===== src/rtl/hazard_scoreboard.sv =====
// Register hazard scoreboard for an in-order pipeline.
// One 3-bit pending counter per integer register (x1..x31) and per FP register (f0..f31).
// It stalls the ID stage on RAW hazards and on WAW hazards where an older write would
// land after the new one. A counter loads the result latency at issue and then counts
// down to zero, at which point the value can be forwarded.
module hazard_scoreboard (
  input  logic       clk,
  input  logic       rst_n,
  input  logic       ID_valid,
  input  logic       ID_use_rs1,
  input  logic       ID_use_rs2,
  input  logic       ID_use_frs1,
  input  logic       ID_use_frs2,
  input  logic [4:0] ID_rs1,
  input  logic [4:0] ID_rs2,
  input  logic [4:0] ID_rd,
  input  logic       ID_wr_rd,
  input  logic       ID_wr_frd,
  input  logic [2:0] ID_lat,
  input  logic       flush,
  input  logic       freeze,
  output logic       ID_stall,
  output logic       sb_idle
);

  localparam int unsigned NumRegs = 32;
  localparam int unsigned CntW    = 3;

  typedef logic [CntW-1:0] cnt_t;

  cnt_t icnt_q [NumRegs];
  cnt_t icnt_d [NumRegs];
  cnt_t fcnt_q [NumRegs];
  cnt_t fcnt_d [NumRegs];

  // Counter values at the source and destination indices.
  cnt_t icnt_rs1, icnt_rs2, icnt_rd;
  cnt_t fcnt_rs1, fcnt_rs2, fcnt_rd;

  logic rs1_nz, rs2_nz, rd_nz, lat_nz;
  logic raw_i, raw_f, waw_i, waw_f;
  logic issue, load_i, load_f;
  logic any_pending;

  assign icnt_rs1 = icnt_q[ID_rs1];
  assign icnt_rs2 = icnt_q[ID_rs2];
  assign icnt_rd  = icnt_q[ID_rd];
  assign fcnt_rs1 = fcnt_q[ID_rs1];
  assign fcnt_rs2 = fcnt_q[ID_rs2];
  assign fcnt_rd  = fcnt_q[ID_rd];

  assign rs1_nz = (ID_rs1 != 5'd0);
  assign rs2_nz = (ID_rs2 != 5'd0);
  assign rd_nz  = (ID_rd != 5'd0);
  assign lat_nz = (ID_lat != 3'd0);

  // Hazard detection and issue qualification; the stall is independent of freeze.
  always_comb begin
    raw_i = (ID_use_rs1 & rs1_nz & (icnt_rs1 != '0)) |
            (ID_use_rs2 & rs2_nz & (icnt_rs2 != '0));
    raw_f = (ID_use_frs1 & (fcnt_rs1 != '0)) |
            (ID_use_frs2 & (fcnt_rs2 != '0));
    // The new write may issue if the older one lands no later than it does.
    waw_i = ID_wr_rd & rd_nz & (icnt_rd > ID_lat);
    waw_f = ID_wr_frd & (fcnt_rd > ID_lat);

    ID_stall = ID_valid & ~flush & (raw_i | raw_f | waw_i | waw_f);
    issue    = ID_valid & ~ID_stall & ~flush & ~freeze;

    // A dual-write instruction only updates the FP file.
    load_f = issue & ID_wr_frd & lat_nz;
    load_i = issue & ID_wr_rd & ~ID_wr_frd & rd_nz & lat_nz;
  end

  // Next-state counters: a load takes priority over the decrement, and freeze holds everything.
  always_comb begin
    for (int i = 0; i < NumRegs; i++) begin
      icnt_d[i] = icnt_q[i];
      fcnt_d[i] = fcnt_q[i];
      if (!freeze) begin
        if (load_i && (ID_rd == 5'(i))) begin
          icnt_d[i] = ID_lat;
        end else if (icnt_q[i] != '0) begin
          icnt_d[i] = icnt_q[i] - 3'd1;
        end
        if (load_f && (ID_rd == 5'(i))) begin
          fcnt_d[i] = ID_lat;
        end else if (fcnt_q[i] != '0) begin
          fcnt_d[i] = fcnt_q[i] - 3'd1;
        end
      end
    end
    // x0 is hardwired and never pending.
    icnt_d[0] = '0;
  end

  // Counter state; reset discards every pending entry immediately.
  always_ff @(posedge clk or negedge rst_n) begin
    if (!rst_n) begin
      for (int i = 0; i < NumRegs; i++) begin
        icnt_q[i] <= '0;
        fcnt_q[i] <= '0;
      end
    end else begin
      for (int i = 0; i < NumRegs; i++) begin
        icnt_q[i] <= icnt_d[i];
        fcnt_q[i] <= fcnt_d[i];
      end
    end
  end

  // Idle when no tracked counter holds a pending result.
  always_comb begin
    any_pending = 1'b0;
    for (int i = 0; i < NumRegs; i++) begin
      any_pending = any_pending | (|icnt_q[i]) | (|fcnt_q[i]);
    end
    sb_idle = ~any_pending;
  end

endmodule


===== config.mk =====
export PLATFORM = sky130hd
export DESIGN_NAME = hazard_scoreboard
export DESIGN_NICKNAME = d
export VERILOG_FILES = /design/src/rtl/hazard_scoreboard.sv
export SDC_FILE = /design/constraint.sdc
export NUM_CORES = 1
export LEC_CHECK = 0
export CAP_MARGIN = 40
export CORE_ASPECT_RATIO = 1.1
export CORE_MARGIN = 2
export CORE_UTILIZATION = 40
export CTS_CLUSTER_DIAMETER = 100
export CTS_CLUSTER_SIZE = 10
export DETAILED_ROUTE_END_ITERATION = 8
export MAX_ROUTING_LAYER = met4
export PLACE_DENSITY_LB_ADDON = 0.25
export SYNTH_ARGS = -nofsm -noshare
export SYNTH_HDL_FRONTEND = slang
export SYNTH_SLANG_ARGS = --single-unit

===== constraint.sdc =====
create_clock -name clk -period 11.5 [get_ports clk]
set_clock_uncertainty 0.05 [all_clocks]
set_input_delay 1.15 -clock clk [delete_from_list [all_inputs] [get_ports clk]]
set_output_delay 1.15 -clock clk [all_outputs]
set_load 0.03 [all_outputs]

== Word-level counts from Yosys, hierarchy flattened ==
Cells that the tools add are included.
Word-level totals
  bits in writable memories: 0
  logic and storage cells: 725
  input bits: 29
  ROM bits: 0
  memories kept: 0
  register bits: 189
  output and inout bits: 2
  bits in latches: 0
Cells by class
  order comparisons: 5
  shift operators: 0
  multipliers: 0
  div/mod/pow operators: 0
  multiplexer cells: 144
  equal/unequal tests: 31
  bitwise operators: 95
  $add $sub $neg: 63
  reduce and logical (&&, ||, !) cells: 324
Operators with widths (number)
  $mux W3: 138
  $reduce_bool A3 Y1: 68
  $reduce_or A3 Y1: 63
  $sub A3 B1 Y3 const B: 63
  $reduce_and A2 Y1: 63
  $reduce_bool A2 Y1: 63
  $bmux W3 S5: 6
  $eq A5 B5 Y1 const B: 16
  $or A1 B1 Y1: 67
  $logic_and A1 B1 Y1: 63
  $eq A5 B4 Y1 const B: 8
  $and A1 B1 Y1: 20
  $eq A5 B3 Y1 const B: 4
  $ge A6 B6 Y1 const B: 3
  $not A5 Y6: 3
  $reduce_bool A5 Y1: 3
  $eq A5 B2 Y1 const B: 2
  $gt A3 B3 Y1: 2
  $eq A5 B1 Y1 const B: 1
  $logic_not A5 Y1: 1
  $not A1 Y1: 5

== Logic depth before layout (Yosys ltp) ==
Gate-level depths: netlist of the first run.
  depth in word-level cells: 64
  mapped depth: 22
  gate-level depth less buffers: 16

== Worst setup path before layout of the first run ==
OpenSTA, ideal clock, no wires.
  kind: input -> output
  start point: in ID_rd[0]
  end point: out ID_stall
  arrival time: 5.259 ns
  path buffers: 6
  stages on the path: 18
  required time: 10.300 ns
  setup slack: 5.041 ns
  cell sequence: clkbuf_1 -> buf_1 -> buf_1 -> clkbuf_1 -> mux4_2 -> mux4_2 -> inv_1 -> a21oi_1 -> ha_1 -> nor2b_1 -> o21a_1 -> o221ai_1 -> o311a_1 -> nor3b_1 -> and4_4 -> buf_6 -> buf_2 -> nor2_1
Between the ends
  cells in the longest elaborated chain, start to end: 9
  elaborated cells on any way between the ends: 16
  those cells by class: order compare (2); mux (6); bitwise (7); reduce/logical (1)
RTL lines
  start, declared: RTL line 16  | input logic [4:0] ID_rd,
  $not A5 Y6 (implied by the code): RTL line 47, 50
  $bmux W3 S5: RTL line 47  | assign icnt_rd = icnt_q[ID_rd];
  $mux W3 (implied by the code) (2 in series): RTL line 47
  $gt A3 B3 Y1: RTL line 64  | waw_i = ID_wr_rd & rd_nz & (icnt_rd > ID_lat);
  $and A1 B1 Y1: RTL line 64
  $or A1 B1 Y1: RTL line 67  | ID_stall = ID_valid & ~flush & (raw_i | raw_f | waw_i | waw_f);
  $or A1 B1 Y1 *: RTL line 67
  $and A1 B1 Y1 *: RTL line 67
  end, declared: RTL line 22  | output logic ID_stall,
Every way passes the cells marked *; elsewhere a longest branch is shown, timed or not. The select of a mux whose other input is x is not followed.

== Worst setup path in the final report of the first run ==
  start point: in ID_rd[2]
  end point: out ID_stall
Same word-level chain as after synthesis.

==> results.sh, run 1 <==
export IMPL_r2r_end="icnt_q[50]"
export IMPL_p_comb_frac=0.480
export IMPL_yosysTopAreaCell="dfrtp_1"
export IMPL_cts_tree="built"
export IMPL_worstSetupPathType="in2out"
export IMPL_path_max_fanout=47
export IMPL_yosysSeqAreaShare=0.2506
export IMPL_finalHoldViolCount=0
export IMPL_place_ws_ps=4217
export IMPL_ys_flop_type="dfrtp_1"
export IMPL_routabilityCongestion=1.031
export IMPL_dr_pass1_iters=6
export IMPL_io_pins=31
export IMPL_grt_pass1_vias=17380
export IMPL_port_buffers=30
export IMPL_grt_max_degree=81
export IMPL_drt_wl_total_mm=73.34
export IMPL_arrival_ps=6120
export IMPL_h_tree_depth=4
export IMPL_setup_viol=0
export IMPL_worst_slew_pin_slew_ps=928.3
export IMPL_slew_headroom=0.3754
export IMPL_ys_seq_elements=189
export IMPL_synth_top_cell_area_share=0.2506
export IMPL_rows=83
export IMPL_drt_iter0_drc=2020
export IMPL_clk_pin_slew_ps=80
export IMPL_run_status="completed"
export IMPL_dr_wl_met3_mm=7.201
export IMPL_grt_usage=0.3095
export IMPL_drive_gt1_frac=0.1055
export IMPL_drv_cap=0
export IMPL_core_um2=46630
export IMPL_dieWidth_um=211.1
export IMPL_routed_via_density=6.831
export IMPL_cp_startpoint="ID_rd[2]"
export IMPL_worstSkewPairLatency_ps=510
export IMPL_cts_sinks=189
export IMPL_reg2reg_from="fcnt_q[49]"
export IMPL_dieArea_um2=48940
export IMPL_p_int_uw=2109
export IMPL_synth_fp_nets=2292
export IMPL_route_detailed_drc=0
export IMPL_met2WireLength_mm=32.24
export IMPL_initial_core_util=0.4048
export IMPL_synth_cell_types=68
export IMPL_worst_r2r_setup_slack_ps=6470
export IMPL_grt_pass1_wl_mm=110.6
export IMPL_area_growth_pct=7.226
export IMPL_wl_per_cell_um=27.44
export IMPL_fin_nets=2225
export IMPL_synth_cells=2131
export IMPL_hold_buffers=0
export IMPL_synthTopCellsByArea="dfrtp_1, ha_1, nor4_4"
export IMPL_cts_buffers=17
export IMPL_swShare=0.4715
export IMPL_postRouteAntennaNets=0
export IMPL_hold_class="reg2reg"
export IMPL_nFillCells=4496
export IMPL_p_seq_frac=0.362
export IMPL_critical_path_required_ps=10300
export IMPL_start_kind="primary input"
export IMPL_period_share=0.6362
export IMPL_cts_root_buf="clkbuf_16"
export IMPL_cts_setup_buffers=0
export IMPL_cts_resized=0
export IMPL_min_path_cells=1
export IMPL_antenna_found_initial=2
export IMPL_maxSlewViolCount=0
export IMPL_tns_ps=0
export IMPL_syn_cell_area_um2=18870
export IMPL_fmax_ghz=0.1367
export IMPL_die_h_um=231.8
export IMPL_powerDensity_nw_per_um2=197.2
export IMPL_maxUsedRoutingLayer="met4"
export IMPL_grt_overflow_total=0
export IMPL_p_leak_uw=0.007470
export IMPL_p_sw_uw=1882
export IMPL_syn_avg_cell_area_um2=8.857
export IMPL_endpoint="ID_stall"
export IMPL_ys_async_sr_fraction=1.000
export IMPL_via_count=18260
export IMPL_hpwl_mm=50.76
export IMPL_rsz0062_at_grt="no"
export IMPL_yosys_warnings=0
export IMPL_vdd_drop_max_mv=0.1221
export IMPL_wl_met1_mm=29.82
export IMPL_cp_end_kind="output port"
export IMPL_cts_buffer_depth=2
export IMPL_post_route_min_period_ps=7316
export IMPL_synth_edf_count=0
export IMPL_worst_slack_ps=4184
export IMPL_ff2ff_path_depth=14
export IMPL_p_clk_frac=0.158
==> per-layer routing <==
layer / up-vias / global-route usage
li1: 8042 / -
met2: 989 / 0.4549
met3: 191 / 0.07466
met5: - / -
met1: 9036 / 0.3924
met4: 0 / 0.1664
==> worst min-delay path by stage <==
stage | startpoint | to
CTS | fcnt_q[11] | fcnt_q[11]
global route | fcnt_q[11] | fcnt_q[11]
detailed placement | fcnt_q[11] | fcnt_q[11]
global placement | fcnt_q[11] | fcnt_q[11]
floorplan | fcnt_q[17] | fcnt_q[17]
finish | icnt_q[53] | icnt_q[53]
==> registers in the layout, summed over array words and instances, names as in the netlist <==
name,cells
fcnt_q,96
icnt_q,93
==> logic make-up after synthesis <==
logic type / share of synthesized area
AOI/OAI and AO/OA: 0.2091
adders and majority gates: 0.08750
buffers and inverters: 0.06497
DFF: 0.2506
muxes: 0.07802
and+or+nand+nor: 0.3098
==> worst max-delay path: stages <==
cell and delay [ps]:
clkdlybuf4s50_1 560, inv_1 700, nor2_1 230, nand2_1 110, o221ai_1 120, a211oi_1 290
a21oi_1 80, ha_1 320, nor2b_1 140, o21a_1 160, o221ai_1 260, o311a_1 230
nor3b_1 250, and4_4 660, nor2_1 150, clkdlybuf4s50_1 630
==> cells in the final DEF (no fill, tap or decap), drive strengths merged, types with 58 or more instances in the layout <==
cell type  netlist  layout
nor4           103     103
nor3           134     134
dfrtp          189     189
nand2b         197     197
o31ai           72      72
a21oi          157     157
mux4            58      58
ha             132     132
a221o           65      65
inv            140     141
nand3          195     195
a221oi          89      89
nor2           102     102
==> layout make-up <==
type	count	area (um^2)	share of cell area
well taps	595	744.5	0.03679
diodes	2	5.005	0.0002473
flip-flops and latches	189	4730	0.2337
clock buffers	21	450.4	0.02226
repair buffers	65	700.7	0.03462
inverters	141	534.3	0.02640
clock inverters	10	116.4	0.005750
multi-input cells	1650	12960	0.6402
==> power by group through the flow <==
stage	registers (uW)	logic, uW	clock network (uW)
after detailed placement	1430	1890	0
after CTS	1420	1890	644
after global routing	1470	2130	668
after floorplan	1210	1520	0
after global placement	1430	1790	0
final	1450	1910	632
==> through the flow <==
stage	area, um^2	hold WS [ps]	utilization	std cells	power [uW]
detailed placement	19670	554.7	0.4218	2640	3319
floorplan	18870	507.6	-	2131	2730
finish	20240	594.2	0.4340	2673	3991
global placement	19450	546.9	0.4172	2630	3214
global route	20240	624.2	0.4340	2673	4272
CTS	20230	571.2	0.4339	2671	3959
==> Yosys cell counts (7+ instances only) <==
cell	instances
mux2i_1	11
a221oi_1	89
mux4_2	58
dfrtp_1	189
and2_1	47
nor2b_1	21
nand3_1	194
o21ai_0	16
o22ai_1	44
ha_1	132
clkbuf_1	108
nor3_1	134
buf_2	24
nor2_1	102
nand2b_1	197
a221o_1	65
nor4b_1	14
buf_6	8
a21oi_1	156
inv_1	137
o31ai_1	72
nor4_4	62
nor4_1	40
nand4_1	8
a211oi_1	44
buf_1	7
nand2_1	53
Power figures use the tool's default switching activity.
==> run 2, diff against run 1 <==
Clock period 11.5 ns to 7 ns, I/O delays scaled along.
==> results.sh, run 2 (synthesis results as in run 1) <==
export IMPL_cts_root_buf="clkbuf_16"
export IMPL_reg2reg_from="icnt_q[22]"
export IMPL_powerDensity_nw_per_um2=321.4
export IMPL_finalHoldViolCount=0
export IMPL_postRouteAntennaNets=0
export IMPL_worstSetupPathType="in2out"
export IMPL_cts_buffer_depth=2
export IMPL_critical_path_required_ps=6250
export IMPL_use_met2=0.4653
export IMPL_wl_per_cell_um=27.27
export IMPL_top_register="fcnt_q"
export IMPL_start_kind="primary input"
export IMPL_drv_cap=0
export IMPL_period_share=0.8628
export IMPL_stdcell_count=2677
export IMPL_arrival_ps=5290
export IMPL_p_sw_uw=3063
export IMPL_power_uw=6520
export IMPL_final_common_cell="nand2b_1"
export IMPL_final_cell_mix="nand2b_1, nand3_1, dfrtp_1"
export IMPL_dieArea_um2=48940
export IMPL_worst_slew_pin_slew_ps=967.9
export IMPL_drt_iter0_drc=2288
export IMPL_p_int_uw=3457
export IMPL_port_buffers=30
export IMPL_grtUsageMet1=0.3831
export IMPL_vdd_drop_max_mv=0.1678
export IMPL_worst_slack_ps=960.7
export IMPL_grt_overflow_total=0
export IMPL_drt_wl_total_mm=73.00
export IMPL_drive_gt1_frac=0.1082
export IMPL_h_tree_depth=4
export IMPL_swShare=0.4698
export IMPL_maxSlewViolCount=0
export IMPL_cts_sinks=189
export IMPL_place_ws_ps=1082
export IMPL_cp_startpoint="ID_rd[2]"
export IMPL_dp_cells=2643
export IMPL_worst_r2r_setup_slack_ps=2120
export IMPL_fmax_ghz=0.1656
export IMPL_core_um2=46630
export IMPL_p_clk_frac=0.159
export IMPL_p_seq_frac=0.353
export IMPL_rsz0062_at_grt="no"
export IMPL_r2r_end="icnt_q[80]"
export IMPL_route_detailed_drc=0
export IMPL_area_growth_pct=7.478
export IMPL_setup_viol=0
export IMPL_hold_class="in2async"
export IMPL_cts_buffers=17
export IMPL_run_status="completed"
export IMPL_hold_buffers=0
export IMPL_rows=83
export IMPL_routed_via_density=6.911
export IMPL_hpwl_mm=50.11
export IMPL_top_usage_layer="met2"
export IMPL_largest_registers="fcnt_q (96), icnt_q (93)"
export IMPL_p_leak_uw=0.007504
export IMPL_cts_setup_buffers=0
export IMPL_via_count=18500
export IMPL_post_route_min_period_ps=6039
export IMPL_tns_ps=0
export IMPL_dieWidth_um=211.1
export IMPL_grt_usage=0.3102
export IMPL_io_pins=31
export IMPL_fin_nets=2228
export IMPL_p_comb_frac=0.488
export IMPL_ff2ff_path_depth=14
export IMPL_grt_pass1_wl_mm=110.9
export IMPL_antenna_found_initial=2
export IMPL_finish_utilization=0.4351
export IMPL_grt_max_degree=77
export IMPL_die_h_um=231.8
export IMPL_largest_register_ffs=96
export IMPL_initial_core_util=0.4048
export IMPL_dr_pass1_iters=6
export IMPL_worstSkewPairLatency_ps=520
export IMPL_cp_end_kind="output port"
export IMPL_cts_tree="built"
export IMPL_cts_resized=0
export IMPL_slew_headroom=0.3547
export IMPL_path_max_fanout=13
export IMPL_grt_pass1_vias=17860
export IMPL_met3_usage=0.07587
export IMPL_clk_pin_slew_ps=80
export IMPL_routabilityCongestion=1.016
==> run 2: cell count changes in the layout (fill, tap and decap cells not counted), sizes merged <==
cell,change
buf,+3
bufinv,-1
clkinv,+1
clkinvlp,-1
inv,+2
==> run 2: metrics by stage <==
step                hold slack [ps]  cell area, um^2
finish                        162.0            20290
global route                  208.1            20290
CTS                           178.0            20280
detailed placement            557.0            19700
global placement              553.8            19520
floorplan                     354.4            18870
==> run 2: power by group through the flow <==
| stage | clock network [uW] | logic (uW) | registers, uW |
|---|---|---|---|
| 2_1_floorplan | 0 | 2490 | 2000 |
| 3_3_place_gp | 0 | 2980 | 2270 |
| 3_5_place_dp | 0 | 3130 | 2290 |
| 4_1_cts | 1050 | 3140 | 2270 |
| 5_1_grt | 1090 | 3540 | 2360 |
| 6_report | 1040 | 3180 | 2300 |
==> run 2: how the worst max path moves through the flow <==
stage | to | slack, ps | depth (start not counted)
after floorplan | ID_stall | 1440 | 18
after global placement | icnt_q[65] | 1130 | 15
after detailed placement | icnt_q[80] | 1080 | 17
after CTS | ID_stall | 1130 | 16
after global routing | ID_stall | 740 | 16
final | ID_stall | 960 | 16
==> run 2: area by class of cell <==
| type | count | area [um^2] |
|---|---|---|
| fillers | 4472 | 26340 |
| multi-input cells | 1650 | 12950 |
| repair buffers | 68 | 739.5 |
| inverters | 141 | 534.3 |
| diodes | 2 | 5.005 |
| clock buffers | 21 | 470.5 |
| flip-flops and latches | 189 | 4730 |
| clock inverters | 11 | 108.9 |
| well taps | 595 | 744.5 |
==> run 2: worst max-delay path, stage by stage <==
cell and delay [ps]:
clkdlybuf4s50_1 570, inv_1 740, nor2_1 270, nand2_1 130, o221ai_1 120, a211oi_1 270
a21oi_1 100, ha_1 330, nor2b_1 130, o21a_1 120, o221ai_1 160, o311a_1 190
nor3b_1 160, and4_4 180, nor2_1 360, clkdlybuf4s50_1 760
==> run 2: routing by layer <==
layer,up-vias,wire length [um]
met2,1035,32490
met4,0,4215
li1,8058,-
met5,-,0
met1,9188,28990
met3,219,7310
